==> src/rtl/cic_decimator.sv <==
// CIC decimator: 1-bit sigma-delta stream in, signed PCM words out at 1/DECIMATION rate.
// Integrators run on every ena_in; the comb chain is evaluated once per decimation tick.
module cic_decimator #(
   parameter int unsigned ORDER      = 3,
   parameter int unsigned DECIMATION = 64,
   parameter int unsigned OUT_WIDTH  = 32
) (
   input  logic                 clk,
   input  logic                 rst,
   input  logic                 ena_in,
   input  logic                 data_in,
   output logic [OUT_WIDTH-1:0] data_out,
   output logic                 data_valid
);

   localparam int unsigned CW = $clog2(DECIMATION);
   localparam int unsigned W  = 2 + ORDER * CW;

   localparam logic [CW-1:0] CntMax  = CW'(DECIMATION - 1);
   localparam logic [2:0]    WarmMax = 3'(ORDER);

   logic [W-1:0]         r_integ [ORDER];
   logic [W-1:0]         r_dly   [ORDER];
   logic [CW-1:0]        r_cnt;
   logic [2:0]           r_warm;
   logic [OUT_WIDTH-1:0] r_data_out;
   logic                 r_valid;

   logic [W-1:0]         w_x;
   logic                 w_tick;
   logic [W-1:0]         w_cin [ORDER];
   logic [W-1:0]         w_cout;
   logic [OUT_WIDTH-1:0] w_scaled;

   // Bit 1 -> +1, bit 0 -> -1 (all ones).
   assign w_x    = data_in ? W'(1) : '1;
   assign w_tick = ena_in && (r_cnt == CntMax);

   always_ff @(posedge clk or posedge rst) begin
      if (rst) begin
         for (int k = 0; k < ORDER; k++) begin
            r_integ[k] <= '0;
         end
      end else if (ena_in) begin
         r_integ[0] <= r_integ[0] + w_x;
         for (int k = 1; k < ORDER; k++) begin
            r_integ[k] <= r_integ[k] + r_integ[k-1];
         end
      end
   end

   always_ff @(posedge clk or posedge rst) begin
      if (rst) begin
         r_cnt <= '0;
      end else if (ena_in) begin
         r_cnt <= (r_cnt == CntMax) ? '0 : r_cnt + CW'(1);
      end
   end

   // Comb chain from the last integrator; w_cin[k] is the input to stage k.
   always_comb begin : comb_chain
      logic [W-1:0] w_acc;
      w_acc = r_integ[ORDER-1];
      for (int k = 0; k < ORDER; k++) begin
         w_cin[k] = w_acc;
         w_acc    = w_acc - r_dly[k];
      end
      w_cout = w_acc;
   end

   generate
      if (OUT_WIDTH >= W) begin : g_extend
         assign w_scaled = OUT_WIDTH'($signed(w_cout));
      end else begin : g_truncate
         assign w_scaled = w_cout[W-1 -: OUT_WIDTH];
      end
   endgenerate

   always_ff @(posedge clk or posedge rst) begin
      if (rst) begin
         for (int k = 0; k < ORDER; k++) begin
            r_dly[k] <= '0;
         end
         r_warm     <= '0;
         r_data_out <= '0;
         r_valid    <= 1'b0;
      end else begin
         r_valid <= 1'b0;
         if (w_tick) begin
            for (int k = 0; k < ORDER; k++) begin
               r_dly[k] <= w_cin[k];
            end
            r_data_out <= w_scaled;
            // Strobe only once every comb delay holds a real sample.
            r_valid    <= (r_warm == WarmMax);
            if (r_warm != WarmMax) begin
               r_warm <= r_warm + 3'd1;
            end
         end
      end
   end

   assign data_out   = r_data_out;
   assign data_valid = r_valid;

endmodule

==> config.mk <==
export PLATFORM = sky130hd
export DESIGN_NAME = cic_decimator
export DESIGN_NICKNAME = d
export VERILOG_FILES = /design/src/rtl/cic_decimator.sv
export SDC_FILE = /design/constraint.sdc
export NUM_CORES = 1
export LEC_CHECK = 0
export ABC_AREA = 1
export CORE_ASPECT_RATIO = 0.7
export CORE_MARGIN = 2
export CORE_UTILIZATION = 55
export CTS_BUF_LIST = sky130_fd_sc_hd__clkbuf_4 sky130_fd_sc_hd__clkbuf_8 sky130_fd_sc_hd__clkbuf_16
export DETAILED_ROUTE_END_ITERATION = 10
export PLACE_DENSITY = 0.73
export SYNTH_ARGS = -nofsm -noshare
export SYNTH_HDL_FRONTEND = slang
export SYNTH_SLANG_ARGS = --single-unit
==> constraint.sdc <==
create_clock -name clk -period 8.8 [get_ports clk]
set_clock_uncertainty 0.2 [all_clocks]
set_input_delay 0.88 -clock clk [delete_from_list [all_inputs] [get_ports clk]]
set_output_delay 0.88 -clock clk [all_outputs]
set_load 0.05 [all_outputs]
## Word-level counts from Yosys, hierarchy flattened

Cells that the tools add are included.

- $add $sub $neg: 8
- Equal/unequal tests: 3
- Muxes and demuxes: 3
- Reductions and logical operators: 2

Operator list:

| kind | count |
|---|---|
| adder 20 bit | 3 |
| subtractor 20 bit | 3 |
| 2-to-1 mux 20 bit | 1 |
| adder 6 x 1 -> 6 bit, second input constant | 1 |
| equality test 6 bit, second input constant | 1 |
| 2-to-1 mux 6 bit | 1 |
| adder 3 x 1 -> 3 bit, second input constant | 1 |
| equality test 3 x 2 -> 1 bit, second input constant | 1 |
| inequality test 3 x 2 -> 1 bit, second input constant | 1 |
| AND reduction 2 bit | 1 |
| logical AND 1 bit | 1 |
| 2-to-1 mux 1 bit | 1 |

- Register bits: 150
- Input bits: 4
- Output and inout port bits: 33
- Word-level logic and storage cells: 26

## Logic depth before layout (Yosys ltp)

- Depth after elaboration: 3
- Depth in mapped cells: 32
- Gate-level depth less buffers: 32

## Least setup slack after synthesis

OpenSTA, ideal clock, no wires.

- Path type: reg-to-reg
- Start: reg r_integ[2] (netlist bit)
- End: reg, netlist name data_out[19]
- Setup time: 119 ps
- Arrival: 4,017 ps
- Required time: 8,481 ps
- Slack: 4,465 ps
- Stages on the path, launching flop included: 30
- Path buffers: 0
- Period minus slack after synthesis: 4,335 ps
- Cell sequence: dfrtp_1 -> ha_1 -> a21oi_2 -> nand2_2 -> a21oi_2 -> o21ai_2 -> a21oi_2 -> o21ai_2 -> nand2_1 -> nand3b_1 -> and2_1 -> ha_1 -> nand2_1 -> nor3_1 -> nor3b_1 -> nand4_1 -> nand3_1 -> xor2_1 -> ha_1 -> inv_1 -> nor3_1 -> nand2_1 -> inv_1 -> nand2_1 -> nand2_1 -> a31oi_1 -> inv_1 -> nand3_1 -> nand3_1 -> nand2_1

RTL lines:

| element | RTL line | text |
|---|---|---|
| start, declared | 22 | `logic [W-1:0] r_integ [ORDER];` |
| start signal, assigned by index | 47 | `r_integ[k] <= r_integ[k] + r_integ[k-1];` |

==> metrics.log <==
INFO  metric timing.critical_path.from_type = register
INFO  metric avg_wl_per_cell = 17.19 µm
INFO  metric ys_seq_area_share = 32.17%
INFO  metric yosysWarningCount = 0
INFO  metric cts_made_buffers = 17
INFO  metric grt.overflow.total = 0
INFO  metric fill_cells = 1896
INFO  metric finalNetCount = 1716
INFO  metric buffer_ports.inserted = 36
INFO  metric cts.root.buffer_cell = sky130_fd_sc_hd__clkbuf_16
INFO  metric crit-reg2reg-launch = r_integ[5]$_DFFE_PP0P_
INFO  metric rsz0062_at_grt = false
INFO  metric timing.rr.end = data_out[19]$_DFFE_PP0P_
INFO  metric route.top_layer_used = met4
INFO  metric cts.htree.levels = 4
INFO  metric cts_tree = done
INFO  metric first_global_vias = 9846
INFO  metric antenna-diode-count = 0
INFO  metric ys_seq_elements = 150
INFO  metric area_growth = 10.23%
INFO  metric routabilityCongestion = 0.9524
INFO  metric horiz_die_dim = 178.1 µm
INFO  metric timing.critical_path.fanout_max = 4
INFO  metric fin_crit_sh = 59.93%
INFO  metric crit_slowest_cell = sky130_fd_sc_hd__dfrtp_1
INFO  metric cts_setup_buffers = 0
INFO  metric finalSetupViolCount = 0
INFO  metric relative_slew_slack = 26.89%
INFO  metric report.final.slew_viol_count = 0
INFO  metric maxClockFrequency = 189.6 MHz
INFO  metric r2r_cells = 28
INFO  metric mappedNetlistArea = 11670 µm²
INFO  metric timing.hold.worst.start = data_out[3]$_DFFE_PP0P_
INFO  metric critPathMaxStageDelay = 0.44 ns
INFO  metric wirelength_met1 = 16850 µm
INFO  metric synthDistinctLibCells = 49
INFO  metric final_layout_size_suffix_gt1_share = 5.178%
INFO  metric synth-edff-count = 0
INFO  metric drcViolationCount = 0
INFO  metric maxCapViolations = 0
INFO  metric antenna_violating_nets_post_route = 0
INFO  metric hold_path_depth = 2
INFO  metric hold_removal_path_class = register to register
INFO  metric grt_first_pass_wirelength = 52300 µm
INFO  metric grt_antenna_before_repair = 0
INFO  metric first_pass_iters = 6
INFO  metric tightestPinTransition = 1.097 ns
INFO  metric dr_wl_met2 = 11800 µm
INFO  metric ys.flop_type = sky130_fd_sc_hd__dfrtp_1
INFO  metric mean_cell_area_of_the_mapped_netlist = 7.428 µm²
INFO  metric drt-vias-per-instance = 5.824
INFO  metric worst-setup-path-type = register to register
INFO  metric status = complete, no violations
INFO  metric core.rowCount = 44
INFO  metric cts_repair_resize_count = 0
INFO  metric multi_input_area = 7063 µm²
INFO  metric floorplan.initialDensity = 56.22%
INFO  metric drt-total-wl = 32300 µm
INFO  metric r2r_setup_slack = 3.53 ns
INFO  metric postLayoutCoreUtil = 61.97%
INFO  metric drt-initial-drc-count = 1165
INFO  metric post_cts_hold_buffer_count = 0
INFO  metric worst-endpoint-required = 8.92 ns
INFO  metric syn_nets = 1697
INFO  metric cp-end-kind = register
INFO  metric estimated_wirelength_of_the_detail_placed_design = 24710 µm
INFO  metric max-clock-path-buffers = 2
INFO  metric met3WireLength = 3205 µm
INFO  metric grt_use_total = 29.76%
INFO  metric fp.coreArea = 20750 µm²
INFO  metric maximum_number_of_pins_on_one_net_before_global_route_repair = 119
INFO  metric floorplan.die_area = 22420 µm²
INFO  metric final.setup.tns = 0 ns
INFO  metric clock_sink_count = 150
INFO  metric boundary_pins = 37
INFO  metric fp.dieH = 125.9 µm
INFO  metric critPathMostFrequentCell = sky130_fd_sc_hd__nand2_1
INFO  metric area.sequential = 3754 µm²
INFO  metric netlist_instances = 1571
INFO  metric worst_ep_arrival_time = 5.40 ns
INFO  metric timing_hold_violations_final = 0
INFO  metric postSynth.asyncResetShare = 100.0%
INFO  metric period_minus_slack = 5.274 ns
INFO  metric hold_path_end = data_out[3]$_DFFE_PP0P_
INFO  metric path_clk_slew = 0.06 ns
INFO  metric later_pin_clock_latency_in_the_skew_report = 0.44 ns
INFO  metric via_count = 10940
[sequential cells by signal (all words and copies together) (netlist names)]
register / count
r_dly: 60
r_warm: 3
r_cnt: 6
data_valid: 1
data_out: 20
r_integ: 60
[layout make-up]
| class | count | area share, % |
|---|---|---|
| clock buffers | 22 | 3.745 |
| clock inverters | 10 | 1.294 |
| inverters | 172 | 5.068 |
| multi-input cells | 1207 | 54.91 |
| flip-flops and latches | 150 | 29.18 |
| well taps | 276 | 2.685 |
| repair buffers | 42 | 3.113 |
[placed cells by master, fill, tap and decap left out, drive strengths merged, types with 12 or more instances in the layout]
master / n
o21ai: 190
xnor2: 31
ha: 116
inv: 173
nand4: 26
nand2: 371
xor2: 43
nand3: 78
clkbuf: 22
nor4: 14
or2: 12
nor3: 13
clkdlybuf4s50: 35
nor2: 97
a21oi: 126
dfrtp: 150
a31oi: 23
[cells in the mapped netlist, types with 5 or more instances]
master                     instances  share of area, %
sky130_fd_sc_hd__xnor2_1          31               2.3
sky130_fd_sc_hd__nand2_1         368                12
sky130_fd_sc_hd__inv_1           168               5.4
sky130_fd_sc_hd__dfrtp_1         150                32
sky130_fd_sc_hd__a21oi_1         118               5.1
sky130_fd_sc_hd__xor2_1           43               3.2
sky130_fd_sc_hd__a21oi_2           8              0.60
sky130_fd_sc_hd__nor3b_1           5              0.32
sky130_fd_sc_hd__clkbuf_1         23              0.74
sky130_fd_sc_hd__buf_4            12              0.77
sky130_fd_sc_hd__and2_1            6              0.32
sky130_fd_sc_hd__nor4_1           14              0.75
sky130_fd_sc_hd__nor3_1           11              0.47
sky130_fd_sc_hd__o21ai_1          15              0.64
sky130_fd_sc_hd__nand3_1          75               3.2
sky130_fd_sc_hd__a21o_1            7              0.45
sky130_fd_sc_hd__or2_2             6              0.32
sky130_fd_sc_hd__o31ai_1           9              0.58
sky130_fd_sc_hd__a211oi_1          7              0.45
sky130_fd_sc_hd__o21ai_0         166               7.1
sky130_fd_sc_hd__nor2_1           95               3.1
sky130_fd_sc_hd__nand3b_1          6              0.39
sky130_fd_sc_hd__ha_1            116                12
sky130_fd_sc_hd__o211ai_1          5              0.32
sky130_fd_sc_hd__nand4_1          25               1.3
sky130_fd_sc_hd__a31oi_1          23               1.2
sky130_fd_sc_hd__o21ai_2           9              0.68
sky130_fd_sc_hd__fa_1              6               1.0
[cell families after synthesis]
logic type	Yosys count	synth area share (%)
compound gates	381	18.16
xor+xnor	74	5.554
fa+ha+maj	122	13.47
buf+inv	214	7.302
flops	150	32.17
mux	1	0.09650
simple gates	629	23.25
[routing by layer]
layer	vias to the layer above	global-route usage, %
met5	-	0
met1	5081	50.27
li1	5351	-
met4	0	6.606
met2	479	37.46
met3	33	6.159
[worst max path at each step]
stage	startpoint	to	slack, ns	cells past startpoint
after detailed placement	r_integ[0]$_DFFE_PP0P_	data_out[19]$_DFFE_PP0P_	3.74	29
after global routing	r_integ[5]$_DFFE_PP0P_	data_out[19]$_DFFE_PP0P_	3.06	28
final	r_integ[5]$_DFFE_PP0P_	data_out[19]$_DFFE_PP0P_	3.53	28
after global placement	r_integ[0]$_DFFE_PP0P_	data_out[19]$_DFFE_PP0P_	3.78	26
after CTS	r_integ[5]$_DFFE_PP0P_	data_out[19]$_DFFE_PP0P_	3.66	28
after floorplan	rst	data_out[0]$_DFFE_PP0P_	3.68	1
[critical path, delay by kind of cell, from the launching register on]
| family | cells | cell delay [ns] |
|---|---|---|
| buf+inv | 4 | 0.35 |
| xor+xnor | 2 | 0.36 |
| fa+ha+maj | 3 | 1.12 |
| compound gates | 7 | 1.05 |
| simple gates | 12 | 1.65 |
| flops | 1 | 0.44 |
[metrics by stage]
| stage | setup slack (ns) | area, µm² | hold WS (ns) | cells |
|---|---|---|---|---|
| floorplan | 3.684 | 11670 | 0.2528 | 1571 |
| global placement | 3.779 | 12210 | 0.2663 | 1847 |
| detailed placement | 3.739 | 12210 | 0.2729 | 1847 |
| CTS | 3.657 | 12860 | 0.2890 | 1879 |
| global route | 3.057 | 12860 | 0.3142 | 1879 |
| finish | 3.526 | 12860 | 0.2822 | 1879 |
Power is not shown: default switching activity piles up to over one toggle a cycle in this logic, so the estimate is an artifact.
